$ cat src/rtl/signed_mac_sequencer_if.sv
// Operand-stream and result handshake bundle for signed_mac_sequencer.
// master drives pairs and takes results; slave is the sequencer.
interface signed_mac_sequencer_if #(
    parameter int DATA_W = 8,
    parameter int ACC_W  = 24,
    parameter int OUT_W  = 16
);
    logic                     in_valid;
    logic                     in_ready;
    logic signed [DATA_W-1:0] in_a;
    logic signed [DATA_W-1:0] in_b;
    logic                     out_valid;
    logic                     out_ready;
    logic signed [ACC_W-1:0]  out_acc;
    logic signed [OUT_W-1:0]  out_sat;
    logic                     out_ovf;

    modport master (
        output in_valid, in_a, in_b, out_ready,
        input  in_ready, out_valid, out_acc, out_sat, out_ovf
    );

    modport slave (
        input  in_valid, in_a, in_b, out_ready,
        output in_ready, out_valid, out_acc, out_sat, out_ovf
    );
endinterface

$ cat src/rtl/signed_mac_sequencer.sv
// Dot-product sequencer: one shared signed multiplier feeding a
// wrapping accumulator, result returned raw and saturated.
module signed_mac_sequencer #(
    parameter int DATA_W = 8,
    parameter int ACC_W  = 24,
    parameter int OUT_W  = 16,
    parameter int LEN_W  = 8
) (
    input  logic             clk,
    input  logic             reset,
    input  logic             start,
    input  logic [LEN_W-1:0] len,
    output logic             busy,
    signed_mac_sequencer_if.slave bus
);
    localparam int PW = 2 * DATA_W;
    localparam int TW = ACC_W - OUT_W + 1;

    typedef enum logic [1:0] {
        IDLE  = 2'd0,
        LOAD  = 2'd1,
        DRAIN = 2'd2,
        DONE  = 2'd3
    } state_t;

    state_t                  state_q;
    logic [LEN_W-1:0]        rem_q;
    logic signed [PW-1:0]    p_q;
    logic                    p_vld_q;
    logic signed [ACC_W-1:0] acc_q;
    logic signed [ACC_W-1:0] acc_d;
    logic                    out_valid_q;

    logic                    accept;
    logic signed [PW-1:0]    a_x;
    logic signed [PW-1:0]    b_x;
    logic signed [PW-1:0]    p_d;
    logic [TW-1:0]           top;
    logic                    ovf;

    assign accept = bus.in_valid && (state_q == LOAD);

    // Operands widened explicitly so the product keeps full precision.
    assign a_x = {{DATA_W{bus.in_a[DATA_W-1]}}, bus.in_a};
    assign b_x = {{DATA_W{bus.in_b[DATA_W-1]}}, bus.in_b};
    assign p_d = a_x * b_x;

    assign acc_d = acc_q + {{(ACC_W-PW){p_q[PW-1]}}, p_q};

    // Fits OUT_W only when every bit above the OUT_W sign bit matches it.
    assign top = acc_q[ACC_W-1:OUT_W-1];
    assign ovf = !((&top) || !(|top));

    assign busy          = (state_q != IDLE);
    assign bus.in_ready  = (state_q == LOAD);
    assign bus.out_valid = out_valid_q;
    assign bus.out_acc   = acc_q;
    assign bus.out_ovf   = ovf;

    // Clamp toward the nearest representable OUT_W extreme.
    always_comb begin
        bus.out_sat = acc_q[OUT_W-1:0];
        if (ovf) begin
            if (acc_q[ACC_W-1]) begin
                bus.out_sat = {1'b1, {(OUT_W-1){1'b0}}};
            end else begin
                bus.out_sat = {1'b0, {(OUT_W-1){1'b1}}};
            end
        end
    end

    // Sequencer FSM with product pipeline and accumulator.
    always_ff @(posedge clk or posedge reset) begin
        if (reset) begin
            state_q     <= IDLE;
            rem_q       <= '0;
            p_q         <= '0;
            p_vld_q     <= 1'b0;
            acc_q       <= '0;
            out_valid_q <= 1'b0;
        end else begin
            p_vld_q <= 1'b0;
            if (p_vld_q) begin
                acc_q <= acc_d;
            end
            case (state_q)
                IDLE: begin
                    if (start) begin
                        acc_q <= '0;
                        if (len == '0) begin
                            state_q     <= DONE;
                            out_valid_q <= 1'b1;
                        end else begin
                            rem_q   <= len;
                            state_q <= LOAD;
                        end
                    end
                end
                LOAD: begin
                    if (accept) begin
                        p_q     <= p_d;
                        p_vld_q <= 1'b1;
                        rem_q   <= rem_q - 1'b1;
                        if (rem_q == LEN_W'(1)) begin
                            state_q <= DRAIN;
                        end
                    end
                end
                DRAIN: begin
                    state_q     <= DONE;
                    out_valid_q <= 1'b1;
                end
                DONE: begin
                    if (bus.out_ready) begin
                        out_valid_q <= 1'b0;
                        state_q     <= IDLE;
                    end
                end
                default: state_q <= IDLE;
            endcase
        end
    end
endmodule
$ cat src/flat_wrapper.sv
// flat-port wrapper written by rule: the top's interface ports become plain ports
module signed_mac_sequencer_flat 
#(
    parameter int DATA_W = 8,
    parameter int ACC_W  = 24,
    parameter int OUT_W  = 16,
    parameter int LEN_W  = 8
)
  (clk, reset, start, len, busy, bus_in_valid, bus_in_a, bus_in_b, bus_out_ready, bus_in_ready, bus_out_valid, bus_out_acc, bus_out_sat, bus_out_ovf);
  signed_mac_sequencer_if #(.DATA_W(DATA_W), .ACC_W(ACC_W), .OUT_W(OUT_W)) bus_i ();
  input  logic clk;
  input  logic reset;
  input  logic start;
  input  logic [LEN_W-1:0] len;
  output logic busy;
  input wire logic [$bits(bus_i.in_valid)-1:0] bus_in_valid;
  input wire logic [$bits(bus_i.in_a)-1:0] bus_in_a;
  input wire logic [$bits(bus_i.in_b)-1:0] bus_in_b;
  input wire logic [$bits(bus_i.out_ready)-1:0] bus_out_ready;
  output wire logic [$bits(bus_i.in_ready)-1:0] bus_in_ready;
  output wire logic [$bits(bus_i.out_valid)-1:0] bus_out_valid;
  output wire logic [$bits(bus_i.out_acc)-1:0] bus_out_acc;
  output wire logic [$bits(bus_i.out_sat)-1:0] bus_out_sat;
  output wire logic [$bits(bus_i.out_ovf)-1:0] bus_out_ovf;
  assign bus_i.in_valid = bus_in_valid;
  assign bus_i.in_a = bus_in_a;
  assign bus_i.in_b = bus_in_b;
  assign bus_i.out_ready = bus_out_ready;
  assign bus_in_ready = bus_i.in_ready;
  assign bus_out_valid = bus_i.out_valid;
  assign bus_out_acc = bus_i.out_acc;
  assign bus_out_sat = bus_i.out_sat;
  assign bus_out_ovf = bus_i.out_ovf;
  signed_mac_sequencer #(.DATA_W(DATA_W), .ACC_W(ACC_W), .OUT_W(OUT_W), .LEN_W(LEN_W)) u_core (.clk(clk), .reset(reset), .start(start), .len(len), .busy(busy), .bus(bus_i));
endmodule
$ cat config.mk
export PLATFORM = sky130hd
export DESIGN_NAME = signed_mac_sequencer_flat
export DESIGN_NICKNAME = d
export VERILOG_FILES = /design/src/rtl/signed_mac_sequencer_if.sv /design/src/rtl/signed_mac_sequencer.sv /design/src/flat_wrapper.sv
export SDC_FILE = /design/constraint.sdc
export NUM_CORES = 1
export LEC_CHECK = 0
export BUFFER_PORTS_ARGS = -buffer_cell sky130_fd_sc_hd__clkbuf_2
export CORE_MARGIN = 5
export CORE_UTILIZATION = 45
export CTS_CLUSTER_DIAMETER = 200
export CTS_CLUSTER_SIZE = 16
export DETAILED_ROUTE_END_ITERATION = 7
export PLACE_DENSITY = 0.75
export SYNTH_ARGS = -nofsm -noshare
export SYNTH_HDL_FRONTEND = slang
export SYNTH_SLANG_ARGS = --single-unit
$ cat constraint.sdc
create_clock -name clk -period 5.88 [get_ports clk]
set_input_delay 0.588 -clock clk [delete_from_list [all_inputs] [get_ports clk]]
set_output_delay 0.588 -clock clk [all_outputs]
set_load 0.01 [all_outputs]
# [Yosys cells after proc, flatten, opt, wreduce, memory -nomap -nowiden]
# Index checks and enable logic that the tools add are counted.
[classes] multipliers=1 muxes=21 reduce_logical=15 addsub=2 eq_ne=10
[ops] cell="$mux 24" n=3
[ops] cell="$mux 16" n=2
[ops] cell="$add 24x24->24" n=1
[ops] cell="$mux 8" n=3
[ops] cell="$mul 8x8->16" n=1
[ops] cell="$pmux 8 s2" n=1
[ops] cell="$reduce_and 4->1" n=3
[ops] cell="$mux 2" n=5
[ops] cell="$reduce_and 9->1" n=1
[ops] cell="$reduce_or 9->1" n=1
[ops] cell="$eq 8x1->1 const B" n=1
[ops] cell="$logic_not 8->1" n=1
[ops] cell="$pmux 2 s4" n=1
[ops] cell="$sub 8x1->8 const B" n=1
[ops] cell="$ne 2x1->1 const B" n=3
[ops] cell="$ne 2x2->1 const B" n=3
[ops] cell="$mux 1" n=5
[ops] cell="$eq 2x2->1 const B" n=2
[ops] cell="$reduce_bool 2->1" n=2
[ops] cell="$pmux 1 s3" n=1
[ops] cell="$reduce_bool 3->1" n=1
[ops] cell="$eq 2x1->1 const B" n=1
[ops] cell="$logic_not 1->1" n=2
[ops] cell="$logic_not 2->1" n=1
[ops] cell="3 further kinds" n=3
[totals] inputBits=29 out_inout_bits=44 reg_bits=52 elab_cells=55

# [Logic depth before layout (Yosys ltp)]
[depth] depth_word=4 depth_mapped=17 mapped_depth_nobuf=17

# [Worst setup path before layout]
# No wires, ideal clock.
[synth_timing] path_kind="input to register" from="in bus_in_b[0]" to="reg u_core.p_q[15]" path_buffers=0 required_ps=5750 cell_stages=17 setup_ps=130 setup_slack_ps=1412 t_arrival_ps=4338 path_cell_list="and2_1 ha_1 inv_1 fa_1 inv_1 fa_1 inv_1 fa_1 inv_1 ha_1 and4_1 a211oi_1 o21ai_1 a211o_1 a21oi_1 xnor2_1 o21ai_1"
[synth_between] elab_chain_cells=1
[synth_rtl] element="start: declaration" line="flat_wrapper.sv:18" source="input wire logic [$bits(bus_i.in_b)-1:0] bus_in_b;"
[synth_rtl] element="$mul 8x8->16" line="signed_mac_sequencer.sv:46" source="assign p_d = a_x * b_x;"
[synth_rtl] element="end signal: assignment" line="signed_mac_sequencer.sv:101" source="p_q <= p_d;"
[synth_rtl] element="end: declaration" line="signed_mac_sequencer.sv:28" source="logic signed [PW-1:0] p_q;"
# No other way between the ends.
# A chain may end at the register's enable or synchronous reset.

# [Worst setup path after layout]
[layout_timing] from="in bus_in_b[7]" to="reg u_core.p_q[15]"
# Same word-level chain as after synthesis.

==> run summary <==
cells resized by post-CTS repair - 0
relative area change from synthesis to final layout - 10.5%
WL/cell - 13.6 um
global routing usage on met2 - 28.3%
number of diodes added for antenna fixing - 0
global-route usage over all layers - 16.7%
Die Footprint - 0.0162 mm^2
max-slew violation count - 0
nets in the synthesized netlist - 837
number of violations of the max-capacitance limit - 0
worst-skew pair later-pin latency - 0.29 ns
Bufs on Longest Clock Path - 2
antenna-violating nets left - 0
iteration-0 DRC count of the detailed router - 291
count of standard-cell rows - 43
Sinks on Clock Net - 52
H-tree Lvls - 2
cell type contributing the most total cell area after synthesis - sky130_fd_sc_hd__dfrtp_1
total clock buffers created by CTS - 5
CP required - 6.02 ns
TNS Setup - 0 ns
leading register cell type out of synthesis - sky130_fd_sc_hd__dfrtp_1
top-area cell type share of the netlist area - 21.0%
Gate Count Post-Synth - 694
total wire length - 12700 um
post-synthesis sequential area ratio - 21.0%
Starting Density - 45.3%
antenna violations before repair - 0
buffer type at the clock tree root - sky130_fd_sc_hd__clkbuf_16
x dimension of the die - 127 um
final-report hold violation count - 0
crit path launch type - input pin
via count of the first global-routing pass - 4944
largest incremental delay on the critical path - 0.55 ns
Yosys warning total - 0
portion of the clock cycle consumed by the worst path in the final layout - 77.7%
final setup fails - 0
wire length of the first global-routing pass - 22900 um
most used routing layer in global routing - met2
setup repair after global routing missed its margin - false
count of placed standard cells in the final layout, fillers left out - 933
cell occurring most often along the worst timing path - sky130_fd_sc_hd__fa_1
run status - completed
post-layout power - 3.57 mW
headroom to the max-slew limit - 30.4%
met1 Track Usage GR - 22.8%
final critical path time including I/O delays and setup - 4.57 ns
reg-to-reg critical path startpoint - u_core.state_q[1]$_DFFE_PP0P_
post-synth cell types - 62
average cell area after synthesis - 8.95 um^2
largest cells by area after synthesis - sky130_fd_sc_hd__dfrtp_1, sky130_fd_sc_hd__fa_1, sky130_fd_sc_hd__ha_1
worst reg2reg setup slack - 2.55 ns
R2R Path End - u_core.rem_q[0]$_DFFE_PP0P_
summed instance area of the synthesized netlist - 0.00621 mm^2
half-perimeter wire length after detailed placement - 10400 um
CP Capture Type - register
Final Net Count - 898
Reg2Reg Depth - 6
overflow left after global routing - 0
clk_skew - 0.00712 ns
total via count after detailed routing - 4935
arrival time of the worst setup path - 4.71 ns
classification of the worst setup path - input pin to register
number of setup buffers added after CTS - 0
placed instance count - 928
number of synthesized register bits - 52
most common cell in the synthesized netlist - sky130_fd_sc_hd__inv_1
peak clock frequency supported by timing - 0.219 GHz
critical-path cell list - clkbuf_2 > nor2b_1 > fa_1 > fa_1 > fa_1 > inv_1 > fa_1 > inv_1 > ha_1 > a21o_1 > a211oi_1 > o21ai_1 > a211o_1 > a21oi_1 > xnor2_1 > o21ai_1
Die Height - 127 um
leakage component of the power - 3.41 nW
final weighted congestion in routability-driven placement - 0.853
share of synthesized flip-flops with an asynchronous set or reset - 100%
Crit Path Max Fanout - 9
via density per instance - 5.29
Top-Level Pins - 73
drt first pass iters - 4
number of hold buffers added after CTS - 0
clock tree from TritonCTS - built
number of enable flip-flop cells after synthesis - 0
leading post-synthesis cells by instance count - sky130_fd_sc_hd__inv_1, sky130_fd_sc_hd__ha_1, sky130_fd_sc_hd__fa_1, sky130_fd_sc_hd__nand2_1, sky130_fd_sc_hd__dfrtp_1
total power divided by cell area - 521 mW/mm^2
detailed-route DRC error count - 0
Slowest-stage cell, CP - sky130_fd_sc_hd__fa_1
area of the core region - 0.0137 mm^2
number of buffers inserted by port buffering - 72
share of layout cells above drive strength 1 - 13.4%
worst hold path class - input pin to async pin
Clk pin slew, worst setup/hold paths - 0.06 ns
met3 track demand over resource - 1.76%
largest net degree at the start of global routing - 53
measured slew at the worst slew-check pin - 1.04 ns
worst vdd rail ir drop - 0.000230 V
[worst max-delay path by stage]
stage | startpoint | endpoint | slack [ns] | cells after the start
floorplan | bus_in_b[0] | u_core.p_q[15]$_DFFE_PP0P_ | 1.41 | 17
CTS | bus_in_b[7] | u_core.p_q[15]$_DFFE_PP0P_ | 1.30 | 16
global route | bus_in_b[0] | u_core.p_q[15]$_DFFE_PP0P_ | 0.99 | 18
detailed placement | bus_in_b[0] | u_core.p_q[15]$_DFFE_PP0P_ | 0.99 | 18
finish | bus_in_b[7] | u_core.p_q[15]$_DFFE_PP0P_ | 1.31 | 16
global placement | bus_in_b[0] | u_core.p_q[15]$_DFFE_PP0P_ | 1.06 | 18
[sequential cells by signal, indices dropped and copies added, names as in the netlist]
name,cells
u_core.p_vld_q,1
u_core.p_q,16
u_core.bus.out_valid,1
u_core.state_q,2
u_core.rem_q,8
u_core.bus.out_acc,24
[metal layers]
layer  up-vias  part of all wire (%)
met5         -                     0
met4         0                   1.9
met3        17                   3.1
met2        77                    49
met1      2362                    47
li1       2479                     -
[placed cells by master, fill, tap and decap left out, drive strengths merged, types with 16 or more instances in the layout]
| cell type | Yosys | layout |
|---|---|---|
| a21o | 22 | 22 |
| a21oi | 41 | 41 |
| and2 | 46 | 46 |
| clkbuf | 18 | 77 |
| dfrtp | 52 | 52 |
| fa | 56 | 56 |
| ha | 58 | 58 |
| inv | 93 | 93 |
| nand2 | 53 | 53 |
| nand3 | 16 | 16 |
| nor2 | 35 | 35 |
| o21ai | 43 | 43 |
| xnor2 | 19 | 19 |
[critical path: cells and delay by family]
kind | cells | cell delay [ns]
AND/OR/NAND/NOR | 1 | 0.23
XOR/XNOR | 1 | 0.14
AO/OA/AOI/OAI | 6 | 1.06
adder cells (fa/ha/maj) | 5 | 2.43
buffers and inverters | 3 | 0.28
[kinds of logic (layout without fill, tap and decap cells)]
family                   Yosys count  count (layout)  share of synthesized area [%]
XOR/XNOR                          32              32                           4.51
multiplexers                      20              20                           3.35
flip-flops                        52              52                           21.0
AND/OR/NAND/NOR                  200             200                           16.4
adder cells (fa/ha/maj)          114             114                           29.7
buffers and inverters            114             173                           6.95
AO/OA/AOI/OAI                    162             162                           18.0
[stage by stage]
stage          util, %  cell area [um^2]  worst slack, ns  hold slack [ns]
2_1_floorplan        -              6210             1.41            0.453
3_5_place_dp      49.1              6730            0.991            0.478
5_1_grt           50.0              6860            0.987            0.526
4_1_cts           50.0              6860             1.30            0.475
3_3_place_gp      49.1              6730             1.06            0.466
6_report          50.0              6860             1.31            0.451
[layout make-up]
type | count | area [um^2]
clock buffers | 5 | 125
fillers | 1318 | 6860
inverters | 93 | 349
multi-input cells | 528 | 4480
flip-flops and latches | 52 | 1300
well taps | 180 | 225
repair buffers | 75 | 383
[where the power goes]
part / internal, mW / total [mW] / switching, mW
registers: 0.530 / 0.727 / 0.197
logic: 1.13 / 2.58 / 1.45
clock network: 0.151 / 0.268 / 0.118
total: 1.81 / 3.57 / 1.77
Note: power is estimated with default switching activity, not from simulation.
